File: config.mk
export PLATFORM = sky130hd
export DESIGN_NAME = coin_acceptor
export DESIGN_NICKNAME = d
export VERILOG_FILES = /design/src/rtl/vending_pkg.sv /design/src/rtl/coin_debounce.sv /design/src/rtl/coin_acceptor.sv
export SDC_FILE = /design/constraint.sdc
export NUM_CORES = 1
export LEC_CHECK = 0
export ABC_AREA = 1
export CORE_MARGIN = 2
export CORE_UTILIZATION = 45
export CTS_CLUSTER_DIAMETER = 80
export CTS_CLUSTER_SIZE = 30
export DETAILED_ROUTE_END_ITERATION = 8
export GPL_ROUTABILITY_DRIVEN = 0
export PLACE_DENSITY = 0.74
export SYNTH_ARGS = -nofsm -noshare
export SYNTH_HDL_FRONTEND = slang
export SYNTH_SLANG_ARGS = --single-unit
File: constraint.sdc
create_clock -name clk -period 0.93 [get_ports clk]
set_clock_uncertainty 0.1 [all_clocks]
set_input_delay 0.2325 -clock clk [delete_from_list [all_inputs] [get_ports clk]]
set_output_delay 0.2325 -clock clk [all_outputs]
set_load 0.02 [all_outputs]
File: src/rtl/vending_pkg.sv
// Shared constants and types for the vending machine datapath and its coin front end.
package vending_pkg;

  localparam int unsigned DEBOUNCE_CYCLES_DEFAULT = 4;

  localparam int unsigned COIN1_VALUE = 1;
  localparam int unsigned COIN2_VALUE = 2;

  typedef enum logic [1:0] {
    ST_IDLE,
    ST_CREDIT1,
    ST_CREDIT2,
    ST_DISPENSE
  } vend_state_t;

  typedef enum logic [1:0] {
    GRANT_NONE,
    GRANT_COIN1,
    GRANT_COIN2
  } grant_t;

endpackage

File: src/rtl/coin_debounce.sv
// One coin-slot channel: 2-flop synchroniser, persistence-count debouncer and
// a pulse on the edge where the debounced level goes 0->1.
module coin_debounce
  import vending_pkg::*;
#(
  parameter int unsigned DEBOUNCE_CYCLES = DEBOUNCE_CYCLES_DEFAULT
) (
  input  logic i_clk,
  input  logic i_rst_n,
  input  logic i_raw,
  output logic o_rise
);

  localparam int unsigned CNT_W = $clog2(DEBOUNCE_CYCLES + 1);
  localparam logic [CNT_W-1:0] CNT_LAST = CNT_W'(DEBOUNCE_CYCLES - 1);

  logic             r_s1;
  logic             r_s2;
  logic             r_stable;
  logic [CNT_W-1:0] r_cnt;
  logic             w_flip;

  // Flip happens on the DEBOUNCE_CYCLES-th consecutive edge with s2 != stable.
  assign w_flip = (r_s2 != r_stable) && (r_cnt == CNT_LAST);
  assign o_rise = w_flip & r_s2;

  always_ff @(posedge i_clk or negedge i_rst_n) begin
    if (!i_rst_n) begin
      r_s1     <= 1'b0;
      r_s2     <= 1'b0;
      r_stable <= 1'b0;
      r_cnt    <= '0;
    end else begin
      r_s1 <= i_raw;
      r_s2 <= r_s1;
      if (r_s2 == r_stable) begin
        r_cnt <= '0;
      end else if (w_flip) begin
        r_stable <= r_s2;
        r_cnt    <= '0;
      end else begin
        r_cnt <= r_cnt + 1'b1;
      end
    end
  end

endmodule

File: src/rtl/coin_acceptor.sv
// Coin front end: two debounced channels, one-deep pending buffer per channel,
// fixed-priority single-pulse arbiter with inhibit and dropped-coin reporting.
module coin_acceptor
  import vending_pkg::*;
#(
  parameter int unsigned DEBOUNCE_CYCLES = DEBOUNCE_CYCLES_DEFAULT
) (
  input  logic clk,
  input  logic reset,
  input  logic raw_coin1,
  input  logic raw_coin2,
  input  logic inhibit,
  output logic coin1,
  output logic coin2,
  output logic coin_pending,
  output logic overflow
);

  logic   w_rise1;
  logic   w_rise2;
  logic   r_pend1;
  logic   r_pend2;
  logic   r_coin1;
  logic   r_coin2;
  logic   r_overflow;
  grant_t w_grant;
  logic   w_clr1;
  logic   w_clr2;
  logic   w_pend1_nxt;
  logic   w_pend2_nxt;
  logic   w_drop;

  coin_debounce #(.DEBOUNCE_CYCLES(DEBOUNCE_CYCLES)) u_deb1 (
    .i_clk   (clk),
    .i_rst_n (reset),
    .i_raw   (raw_coin1),
    .o_rise  (w_rise1)
  );

  coin_debounce #(.DEBOUNCE_CYCLES(DEBOUNCE_CYCLES)) u_deb2 (
    .i_clk   (clk),
    .i_rst_n (reset),
    .i_raw   (raw_coin2),
    .o_rise  (w_rise2)
  );

  always_comb begin
    w_grant = GRANT_NONE;
    if (!inhibit) begin
      if (r_pend1)      w_grant = GRANT_COIN1;
      else if (r_pend2) w_grant = GRANT_COIN2;
    end
  end

  assign w_clr1 = (w_grant == GRANT_COIN1);
  assign w_clr2 = (w_grant == GRANT_COIN2);

  // A new event wins over a same-edge clear, so the fresh coin stays buffered.
  assign w_pend1_nxt = w_rise1 | (r_pend1 & ~w_clr1);
  assign w_pend2_nxt = w_rise2 | (r_pend2 & ~w_clr2);
  assign w_drop      = (w_rise1 & r_pend1 & ~w_clr1) | (w_rise2 & r_pend2 & ~w_clr2);

  always_ff @(posedge clk or negedge reset) begin
    if (!reset) begin
      r_pend1    <= 1'b0;
      r_pend2    <= 1'b0;
      r_coin1    <= 1'b0;
      r_coin2    <= 1'b0;
      r_overflow <= 1'b0;
    end else begin
      r_pend1    <= w_pend1_nxt;
      r_pend2    <= w_pend2_nxt;
      r_coin1    <= w_clr1;
      r_coin2    <= w_clr2;
      r_overflow <= w_drop;
    end
  end

  assign coin1        = r_coin1;
  assign coin2        = r_coin2;
  assign overflow     = r_overflow;
  assign coin_pending = r_pend1 | r_pend2;

endmodule

==> summary.md, run 1 <==
| Metric | Value |
|---|---|
| Reg clk slew, reported paths | `0.09 ns` |
| Core Box Area | `1330 sq um` |
| Row count | `13` |
| Clock sink count | `17` |
| Post-DP HPWL | `676 um` |
| DRT Pass-1 Iters | `2` |
| Xor/xnor share of the synthesized area | `1.34%` |
| Fin. max-slew vios | `0` |
| Number of fill cells | `100` |
| Final net count | `89` |
| Register area share after synthesis | `64.9%` |
| Status | `finished, violations left` |
| Area Overhead vs Synth | `42.2%` |
| Layout cell share with drive strength beyond 1 | `46.9%` |
| Pre-CTS WS | `-0.413 ns` |
| Gate power share | `34.6%` |
| Root Driver | `clkbuf_4` |
| Sw Ratio | `32.8%` |
| Largest family of logic cells by synthesized area | `simple AND/OR/NAND/NOR gates` |
| Multi-input gate area | `287 sq um` |
| CP Capture Point | `coin_pending` |
| Reg2reg start | `r_pend1` |
| FF+latch area | `425 sq um` |
| Post-synthesis net count | `71` |
| Top cells by area, synth | `dfrtp_1 (65%), nand2_1 (7.4%), nor2_1 (5.7%)` |
| Setup slack, reg-to-reg | `-0.11 ns` |
| Relative slew slack | `85.1%` |
| Max_cap viols | `0` |
| Synth cell count leaders | `dfrtp_1 (17), nand2_1 (13), nor2_1 (10)` |
| Synth Area in Compound Gates | `2.86%` |
| Routed wire per std cell | `11.1 um` |
| GRT Overall Usage | `15.5%` |
| Critical path type | `reg2out` |
| Post-synth top flop | `dfrtp_1` |
| Worst Path Required | `0.60 ns` |
| Reg-to-Reg End | `overflow` |
| Synthesized area | `656 sq um` |
| Crit Path Max Fanout | `2` |
| CTS Buf Count | `3` |
| Vias in the first global route | `483` |
| IO buf count | `8` |
| GR Overflow Total | `0` |
| Worst vdd ir | `1.42 mV` |
| Ys Warns | `0` |
| Initial Util | `49.2%` |
| Final hold vios | `0` |
| Setup_tns | `-1.45 ns` |
| I/O pin cnt | `9` |
| Longest Clk Path Bufs | `2` |
| Top-area cell type share of the netlist area | `64.9%` |
| Global-route wire length before repair | `2010 um` |
| Sw power | `685 uW` |
| RSZ-0062 raised after global routing | `true` |
| Total leakage power | `0.437 nW` |
| WL final | `1060 um` |
| Min setup slack post-route | `-0.311 ns` |
| Post-Synth Adder-Cell Area | `3.82%` |
| Worst skew pair latency | `0.28 ns` |
| Async S/R FF share, synth | `100%` |
| Sequential Power Share | `47.8%` |
| Cell taking the most area after synthesis | `dfrtp_1` |
| Die Span Y | `42.2 um` |
| Fin crit share | `133%` |
| Antenna Nets Post-Route | `0` |
| H-tree levels | `1` |
| Hold Crit Class | `in2async` |
| Finish-stage setup viols | `15` |
| Crit path launch | `r_pend1` |
| Die area | `1780 sq um` |
| Power per cell area | `2240 nW/um^2` |
| Avg Inst Size Synth | `10.2 sq um` |
| Via/cell ratio | `4.85` |
| Mux cell area share after synthesis | `0%` |
| FF-to-FF path depth | `5` |
| Int Pwr | `1.40 mW` |
| Vias | `466` |
| Number of enable flip-flop cells after synthesis | `0` |
| Startpoint Class | `flop` |
| Most numerous cell in the Yosys netlist | `dfrtp_1` |
| Simple-gate share of the synthesized area | `21.4%` |
| Initial antenna violation count | `0` |
| Ant diodes | `0` |
| Residual DRC count | `0` |
| Fmax | `806 MHz` |
| Tmin final | `1.24 ns` |
| CTS tree | `yes` |
| CTS hold repair buffers | `0` |
| Slew @ Worst Pin | `0.222 ns` |
| Seq cells post-synth | `17` |
| CP Data Arrival Time | `0.91 ns` |
| Synthesized netlist cell count | `64` |
| Largest net degree at the start of global routing | `18` |
| Distinct cells, synth | `16` |
| Clock share of power | `17.7%` |
| DRT iter0 DRCs | `2` |
| Endpoint type of the worst setup path | `primary output` |
| Die width | `42.2 um` |
| Failing checks | `setup timing` |
==> flip-flops by register name, summed over array words and instances, names as in the netlist <==
register / cells
u_deb2.r_s2: 1
u_deb1.r_stable: 1
coin2: 1
u_deb2.r_stable: 1
u_deb2.r_cnt: 3
u_deb1.r_cnt: 3
u_deb1.r_s2: 1
r_pend1: 1
u_deb2.r_s1: 1
coin1: 1
u_deb1.r_s1: 1
r_pend2: 1
overflow: 1
==> layer usage <==
metal	track usage (%)	share of wire [%]
met5	0	0
met1	17.9	41
met3	5.17	4.7
met2	25.5	52
met4	7.50	2.3
==> cell type report <==
class                      instances  area share, %
clock buffer                       4           2.82
inverter                          10           4.30
sequential                        17           45.6
multi-input combinational         37           30.7
tap                               15           2.01
timing repair buffer              13           14.5
==> through the flow <==
| step | instances | hold WS, ns | instance area, sq um | total power, mW | utilization (%) |
|---|---|---|---|---|---|
| after CTS | 97 | 0.195 | 912 | 2.01 | 68.4 |
| after global routing | 96 | 0.193 | 932 | 2.24 | 69.9 |
| final | 96 | 0.190 | 932 | 2.09 | 69.9 |
| after global placement | 91 | 0.233 | 810 | 1.46 | 60.7 |
| after floorplan | 64 | -0.163 | 668 | 1.31 | - |
| after detailed placement | 91 | 0.237 | 810 | 1.49 | 60.7 |
==> cell families (layout without fill, tap and decap cells) <==
| group | after synthesis | in the layout |
|---|---|---|
| compound gates | 3 | 3 |
| xor+xnor | 1 | 1 |
| fa+ha+maj | 2 | 2 |
| buf+inv | 10 | 27 |
| flops | 17 | 17 |
| simple gates | 31 | 31 |
==> how the worst min path moves through the flow <==
stage | from | to | slack, ns | cells past startpoint
floorplan | reset | coin1 | -0.16 | 0
global placement | u_deb2.r_s1 | u_deb2.r_s2 | 0.23 | 0
detailed placement | u_deb2.r_s1 | u_deb2.r_s2 | 0.24 | 0
CTS | reset | u_deb2.r_cnt[2] | 0.19 | 2
global route | reset | u_deb2.r_cnt[2] | 0.19 | 2
finish | reset | r_pend1 | 0.19 | 2
==> critical path, stage by stage, from the launching register on <==
cell and delay (ns):
dfrtp_1 0.40, inv_2 0.06, nand2_2 0.05, buf_6 0.12
==> cells in the final DEF, fill, tap and decap left out <==
| cell | netlist | final |
|---|---|---|
| nor2_2 | 3 | 3 |
| inv_1 | 9 | 3 |
| nand3b_1 | 1 | 1 |
| buf_12 | 0 | 1 |
| ha_4 | 0 | 2 |
| nand2_2 | 0 | 5 |
| clkdlybuf4s50_1 | 0 | 4 |
| nor2_4 | 1 | 5 |
| nor2_1 | 10 | 6 |
| nand2_4 | 0 | 1 |
| buf_4 | 0 | 4 |
| clkbuf_1 | 0 | 1 |
| clkbuf_4 | 0 | 3 |
| inv_2 | 1 | 6 |
| xnor2_2 | 0 | 1 |
| o22ai_2 | 0 | 1 |
| nand3_1 | 1 | 1 |
| inv_4 | 0 | 1 |
| o21bai_1 | 1 | 1 |
| or2_0 | 1 | 1 |
| dfrtp_1 | 17 | 17 |
| buf_6 | 0 | 4 |
| nor3_2 | 0 | 1 |
| nand2_1 | 13 | 7 |
| o21ai_1 | 0 | 1 |
==> repair_timing <==
item / 4_1_cts / 5_1_grt
gates cloned: 0 / 0
pin swaps: 8 / 6
buffers inserted: 2 / 2
endpoints found under the setup margin: 15 / 17
resized for setup: 36 / 12
==> power by group through the flow <==
stage	Combinational, mW	Sequential (mW)	Clock [mW]
6_report	0.723	0.998	0.369
5_1_grt	0.814	1.01	0.422
4_1_cts	0.629	0.990	0.389
3_5_place_dp	0.520	0.965	0
3_3_place_gp	0.502	0.958	0
2_1_floorplan	0.338	0.967	0
(Power assumes the default switching activity.)
==> run 2: changes to the inputs <==
--- a/config.mk
+++ b/config.mk
@@ -6,12 +6,14 @@
 export NUM_CORES = 1
 export LEC_CHECK = 0
 export ABC_AREA = 1
+export CAP_MARGIN = 20
 export CORE_MARGIN = 2
 export CORE_UTILIZATION = 45
 export CTS_CLUSTER_DIAMETER = 80
 export CTS_CLUSTER_SIZE = 30
 export DETAILED_ROUTE_END_ITERATION = 8
 export GPL_ROUTABILITY_DRIVEN = 0
+export HOLD_SLACK_MARGIN = 0.06
 export PLACE_DENSITY = 0.74
 export SYNTH_ARGS = -nofsm -noshare
 export SYNTH_HDL_FRONTEND = slang
==> results of run 2 <==
Final layout, timing and power as in run 1 (identical DEF).
